[src/rtl/t03_load_store_unit.sv]
// t03_load_store_unit: data-memory access unit for the team_03 RV32I core.
// Turns a load/store from execute into one req/ack transaction on the data
// bus, freezes the core while the transaction is in flight, and returns
// aligned, sign/zero-extended load data for the register-file writeback path.
//
// Bus handshake: bus_req rises at the edge that leaves IDLE and holds, with
// bus_we/bus_addr/bus_sel/bus_wdata stable, until the edge that samples
// bus_ack high (a single-cycle completion pulse, with bus_rdata valid in
// that same cycle) or until the wait counter expires. bus_ack is ignored
// outside WAIT.
//
// Debug visibility: the FSM state lives in state_q (typed as state_t), so a
// checker can bind to it directly.
module t03_load_store_unit #(
  parameter int TIMEOUT = 255
) (
  input  logic        clk,
  input  logic        reset,
  input  logic        mem_read,
  input  logic        mem_write,
  input  logic [2:0]  funct3,
  input  logic [31:0] addr,
  input  logic [31:0] store_data,
  output logic        bus_req,
  output logic        bus_we,
  output logic [31:0] bus_addr,
  output logic [3:0]  bus_sel,
  output logic [31:0] bus_wdata,
  input  logic [31:0] bus_rdata,
  input  logic        bus_ack,
  output logic [31:0] data_out,
  output logic        freeze,
  output logic        access_fault,
  output logic        bus_timeout
);

  typedef enum logic [1:0] {
    ST_IDLE = 2'd0,
    ST_WAIT = 2'd1,
    ST_DONE = 2'd2
  } state_t;

  // Counter value seen in the last permitted WAIT cycle; bus_req is then
  // high for exactly TIMEOUT cycles.
  localparam logic [7:0] LAST_CNT = 8'(TIMEOUT - 1);

  state_t      state_q, state_d;
  logic        bus_req_q, bus_req_d;
  logic        bus_we_q, bus_we_d;
  logic [31:0] bus_addr_q, bus_addr_d;
  logic [3:0]  bus_sel_q, bus_sel_d;
  logic [31:0] bus_wdata_q, bus_wdata_d;
  logic [31:0] data_out_q, data_out_d;
  logic        access_fault_q, access_fault_d;
  logic        bus_timeout_q, bus_timeout_d;
  logic [7:0]  cnt_q, cnt_d;
  logic [1:0]  offset_q, offset_d;
  logic [2:0]  funct3_q, funct3_d;

  logic        is_access;
  logic        illegal;
  logic [3:0]  sel_new;
  logic [31:0] wdata_new;
  logic [31:0] rdata_shifted;
  logic [31:0] load_val;

  // Classify the incoming instruction: any access at all, and whether it is illegal.
  always_comb begin
    is_access = mem_read | mem_write;
    illegal   = 1'b0;
    if (mem_read && mem_write) begin
      illegal = 1'b1;
    end
    if (mem_read && (funct3 == 3'b011 || funct3 == 3'b110 || funct3 == 3'b111)) begin
      illegal = 1'b1;
    end
    if (mem_write && !(funct3 == 3'b000 || funct3 == 3'b001 || funct3 == 3'b010)) begin
      illegal = 1'b1;
    end
    // Halfword must be 2-byte aligned, word must be 4-byte aligned.
    if (funct3[1:0] == 2'b01 && addr[0]) begin
      illegal = 1'b1;
    end
    if (funct3[1:0] == 2'b10 && addr[1:0] != 2'b00) begin
      illegal = 1'b1;
    end
  end

  // Byte enables and lane-replicated write data for a new access.
  always_comb begin
    case (funct3[1:0])
      2'b00: begin
        sel_new   = 4'b0001 << addr[1:0];
        wdata_new = {4{store_data[7:0]}};
      end
      2'b01: begin
        sel_new   = 4'b0011 << {addr[1], 1'b0};
        wdata_new = {2{store_data[15:0]}};
      end
      default: begin
        sel_new   = 4'b1111;
        wdata_new = store_data;
      end
    endcase
  end

  // Align the returned word to the latched byte offset, then extend by latched funct3.
  always_comb begin
    rdata_shifted = bus_rdata >> {offset_q, 3'b000};
    case (funct3_q)
      3'b000:  load_val = {{24{rdata_shifted[7]}}, rdata_shifted[7:0]};
      3'b001:  load_val = {{16{rdata_shifted[15]}}, rdata_shifted[15:0]};
      3'b100:  load_val = {24'h000000, rdata_shifted[7:0]};
      3'b101:  load_val = {16'h0000, rdata_shifted[15:0]};
      default: load_val = rdata_shifted;
    endcase
  end

  // Next-state and next-output logic for the IDLE/WAIT/DONE sequencer.
  always_comb begin
    state_d        = state_q;
    bus_req_d      = bus_req_q;
    bus_we_d       = bus_we_q;
    bus_addr_d     = bus_addr_q;
    bus_sel_d      = bus_sel_q;
    bus_wdata_d    = bus_wdata_q;
    data_out_d     = data_out_q;
    access_fault_d = access_fault_q;
    bus_timeout_d  = bus_timeout_q;
    cnt_d          = cnt_q;
    offset_d       = offset_q;
    funct3_d       = funct3_q;

    case (state_q)
      ST_IDLE: begin
        if (is_access) begin
          if (illegal) begin
            // Reject without touching the bus.
            state_d        = ST_DONE;
            access_fault_d = 1'b1;
            data_out_d     = 32'h0;
          end else begin
            state_d     = ST_WAIT;
            bus_req_d   = 1'b1;
            bus_we_d    = mem_write;
            bus_addr_d  = {addr[31:2], 2'b00};
            bus_sel_d   = sel_new;
            bus_wdata_d = wdata_new;
            offset_d    = addr[1:0];
            funct3_d    = funct3;
            cnt_d       = 8'd0;
          end
        end
      end

      ST_WAIT: begin
        if (bus_ack) begin
          state_d   = ST_DONE;
          bus_req_d = 1'b0;
          if (!bus_we_q) begin
            data_out_d = load_val;
          end
        end else if (cnt_q == LAST_CNT) begin
          state_d       = ST_DONE;
          bus_req_d     = 1'b0;
          bus_timeout_d = 1'b1;
          if (!bus_we_q) begin
            data_out_d = 32'h0;
          end
        end else begin
          cnt_d = cnt_q + 8'd1;
        end
      end

      ST_DONE: begin
        // The finished instruction is still on the inputs here; never re-trigger.
        state_d        = ST_IDLE;
        access_fault_d = 1'b0;
        bus_timeout_d  = 1'b0;
      end

      default: begin
        state_d   = ST_IDLE;
        bus_req_d = 1'b0;
      end
    endcase
  end

  // Register all FSM state and bus-facing outputs; asynchronous reset to idle.
  always_ff @(posedge clk or posedge reset) begin
    if (reset) begin
      state_q        <= ST_IDLE;
      bus_req_q      <= 1'b0;
      bus_we_q       <= 1'b0;
      bus_addr_q     <= 32'h0;
      bus_sel_q      <= 4'h0;
      bus_wdata_q    <= 32'h0;
      data_out_q     <= 32'h0;
      access_fault_q <= 1'b0;
      bus_timeout_q  <= 1'b0;
      cnt_q          <= 8'd0;
      offset_q       <= 2'b00;
      funct3_q       <= 3'b000;
    end else begin
      state_q        <= state_d;
      bus_req_q      <= bus_req_d;
      bus_we_q       <= bus_we_d;
      bus_addr_q     <= bus_addr_d;
      bus_sel_q      <= bus_sel_d;
      bus_wdata_q    <= bus_wdata_d;
      data_out_q     <= data_out_d;
      access_fault_q <= access_fault_d;
      bus_timeout_q  <= bus_timeout_d;
      cnt_q          <= cnt_d;
      offset_q       <= offset_d;
      funct3_q       <= funct3_d;
    end
  end

  // Stall the core while an access is being accepted or is in flight.
  always_comb begin
    freeze = 1'b0;
    if (!reset) begin
      case (state_q)
        ST_IDLE: freeze = is_access;
        ST_WAIT: freeze = 1'b1;
        default: freeze = 1'b0;
      endcase
    end
  end

  assign bus_req      = bus_req_q;
  assign bus_we       = bus_we_q;
  assign bus_addr     = bus_addr_q;
  assign bus_sel      = bus_sel_q;
  assign bus_wdata    = bus_wdata_q;
  assign data_out     = data_out_q;
  assign access_fault = access_fault_q;
  assign bus_timeout  = bus_timeout_q;

endmodule

[config.mk]
export PLATFORM = sky130hd
export DESIGN_NAME = t03_load_store_unit
export DESIGN_NICKNAME = d
export VERILOG_FILES = /design/src/rtl/t03_load_store_unit.sv
export SDC_FILE = /design/constraint.sdc
export NUM_CORES = 1
export LEC_CHECK = 0
export BUFFER_PORTS_ARGS = -buffer_cell sky130_fd_sc_hd__buf_2
export CORE_MARGIN = 5
export CORE_UTILIZATION = 54
export CTS_CLUSTER_DIAMETER = 80
export DETAILED_ROUTE_END_ITERATION = 12
export PLACE_DENSITY = 0.86
export SLEW_MARGIN = 0
export SYNTH_ARGS = -nofsm -noshare
export SYNTH_HDL_FRONTEND = slang
export SYNTH_SLANG_ARGS = --single-unit
[constraint.sdc]
create_clock -name clk -period 11 [get_ports clk]
set_clock_uncertainty 0.1 [all_clocks]
set_input_delay 1.1 -clock clk [delete_from_list [all_inputs] [get_ports clk]]
set_output_delay 1.1 -clock clk [all_outputs]
set_load 0.03 [all_outputs]
==> flow_summary.ini <==
[power_and_ir_drop]
power.share.clock_pct = 25.4
p_switching_uw = 915
leakage_uw = 0.00383
power_uw = 2310
swShare_pct = 39.5
internal-power_uw = 1400
peakVddDrop_mv = 0.186
p_comb_share_pct = 43.8
cellPowerDensity_nw_per_um2 = 304
seq_power_share_pct = 30.8

[synthesis]
synth_edf_count = 0
synth_mux_area_share_pct = 29.4
async_flop_share_pct = 100
synth_top_area_share_pct = 49.4
synth_compound_area_share_pct = 10.0
synth_cells = 460
yosys.area_share.simple_pct = 6.08
ys.warnings.count = 0
yosysUniqueCellTypes = 47
synthFlopType = dfrtp_1
netlist_area_sq_um = 5930
synth_seq_cells = 117
yosys.area_share.xor_xnor_pct = 0.886
synthTopCellsByArea = dfrtp_1 (49%), mux2_4 (15%), mux2_2 (10%)
synth_top_family_by_area = multiplexers
synth_adder_area_share_pct = 0.422
synth_largest_area_cell = dfrtp_1
ys_seq_area_share_pct = 49.4
synth_area_per_cell_sq_um = 12.9

[route]
wl_um = 15300
vias = 4499
vias_per_cell = 5.53
ant_nets = 0
remaining_drc_errors = 0
initialDrtViolationCount = 283
post_drt_wl_per_cell_um = 18.8
drtPass1Iterations = 7

[sta]
period_minus_slack_ps = 3600
worst_pin_slew_ps = 997
fin_crit_sh_pct = 32.8
setup_viol = 0
timing.fmax_ghz = 0.277
relSlewSlack_pct = 33.5
hold_viol = 0
fin_tns_setup_ps = 0
drv_slew = 0
rsz0062_at_grt = no

[grt]
grt.total_usage_pct = 23.5
grt_pass1_vias = 4859
gr-total-overflow = 0
antenna_found_initial = 0
grt_max_degree = 63
grt_pass1_wl_um = 24700

[clock_network]
ctsRootBufferMaster = clkbuf_8
post-cts-setup-buffer-count = 0
ctsHoldBuffers = 0
clk_latency_ps = 510
cts_tree = built
cts_sinks = 117
path_clk_slew_ps = 50
htreeDepth = 4
clock_path_buffers = 2
numCtsBuffers = 17
cts_resized = 0

[worst_setup_path]
worstSetupEndpointType = flop
cp.required_ps = 11290
worstPathMaxFanout = 56
worstSetupPathType = in -> reg
crit_arrival_ps = 3900
crit_path_start_kind = input pin

[floorplanning]
fp.dieW_um = 115
io_pins = 209
dieArea_sq_um = 13200
initial_utilization_pct = 54.9
fp.coreArea_sq_um = 10800
rows = 38
die_h_um = 115

[finish]
final_common_cell = buf_2
drive_gt1_share_pct = 53.7
n_antenna_cell = 0
layout_common_cells = buf_2 (206), dfrtp_1 (117), mux2_4 (60)
nets = 767
area_growth_pct = 28.6

[place]
dpl.hpwl_um = 11000
port_buffers = 206
gp_congestion = 0.826

[job]
cap_violations = 0

[min_path]
hold_path_class = reg -> reg

[run_status]
status = finished clean
==> logic make-up (layout without fill, tap and decap cells) <==
| logic type | Yosys count | after routing |
|---|---|---|
| simple gates | 77 | 77 |
| other cells | 1 | 2 |
| flops | 117 | 117 |
| fa+ha+maj | 2 | 2 |
| compound gates | 82 | 82 |
| buf+inv | 39 | 252 |
| xor+xnor | 6 | 6 |
| mux | 136 | 136 |
==> per-stage QoR <==
step | util (%) | worst slack (ps) | instances | area, sq um | hold WS [ps]
after global routing | 70.6 | 7280 | 814 | 7620 | 416
after CTS | 70.6 | 7420 | 814 | 7620 | 388
after detailed placement | 64.8 | 6890 | 782 | 6990 | 372
after floorplan | - | 6700 | 461 | 5930 | 396
after global placement | 64.8 | 7050 | 782 | 6990 | 361
final | 70.6 | 7400 | 814 | 7620 | 383
==> power by group through the flow <==
stage                     Combinational [uW]  Clock [uW]  Sequential (uW)
after floorplan                          460           0              990
after global placement                   991           0              705
after detailed placement                1020           0              707
after CTS                               1020         594              712
after global routing                    1070         618              733
final                                   1010         588              714
==> path summary, 6_finish.rpt <==
check | to | slack [ps] | startpoint | cells past startpoint
worst min-delay path | bus_req | 380 | bus_req | 2
min in group asynchronous | bus_wdata[31] | 600 | reset | 2
worst max register to register | bus_sel[1] | 8270 | state_q[1] | 4
worst min register to register | bus_req | 380 | bus_req | 2
worst max-delay path | bus_sel[1] | 7400 | funct3[1] | 7
max in group asynchronous | data_out[20] | 8950 | reset | 3
==> worst max-delay path, stage by stage <==
cell	delay (ps)
buf_2	490
nand3b_1	230
o2111ai_4	200
nor4_4	260
buf_4	320
buf_4	780
mux2_2	420
==> routing by layer <==
metal | up-vias | GRT usage (%) | share of wire [%]
li1 | 2067 | - | -
met3 | 21 | 6.58 | 7.6
met2 | 201 | 39.5 | 50
met5 | - | 0 | 0
met4 | 0 | 6.42 | 1.3
met1 | 2210 | 30.1 | 41
==> synth_stat cells, types with 2 or more instances <==
cell         n
clkbuf_1    13
o22ai_1      3
buf_4        3
nand4_1      4
mux2_4      60
buf_1        2
a211oi_1     8
nor2_1      32
o21ai_0     11
a21oi_1     20
inv_1        9
nand3_1      6
nor3_1       3
o2bb2ai_1   16
a221oi_1     6
mux2_2      54
xor2_1       3
nor2b_1      3
o21bai_1     4
nand2_1     21
buf_2        4
nand3b_1     3
buf_6        8
mux2i_1     20
dfrtp_1    117
ha_1         2
xnor2_1      3
a21o_1       3
==> sequential cells by signal (all words and copies together), names as in the netlist, 2 cells and up <==
register   flops
bus_wdata     32
data_out      32
bus_addr      30
cnt_q          8
bus_sel        4
funct3_q       3
offset_q       2
state_q        2
==> area by class of cell <==
class / instances / area [sq um]
clock buffers: 24 / 490
clock inverters: 8 / 144
fillers: 739 / 3170
inverters: 9 / 36.3
multi-input cells: 305 / 2780
flip-flops and latches: 117 / 2930
well taps: 140 / 175
repair buffers: 211 / 1070
Note: power is estimated with default switching activity, not from simulation.
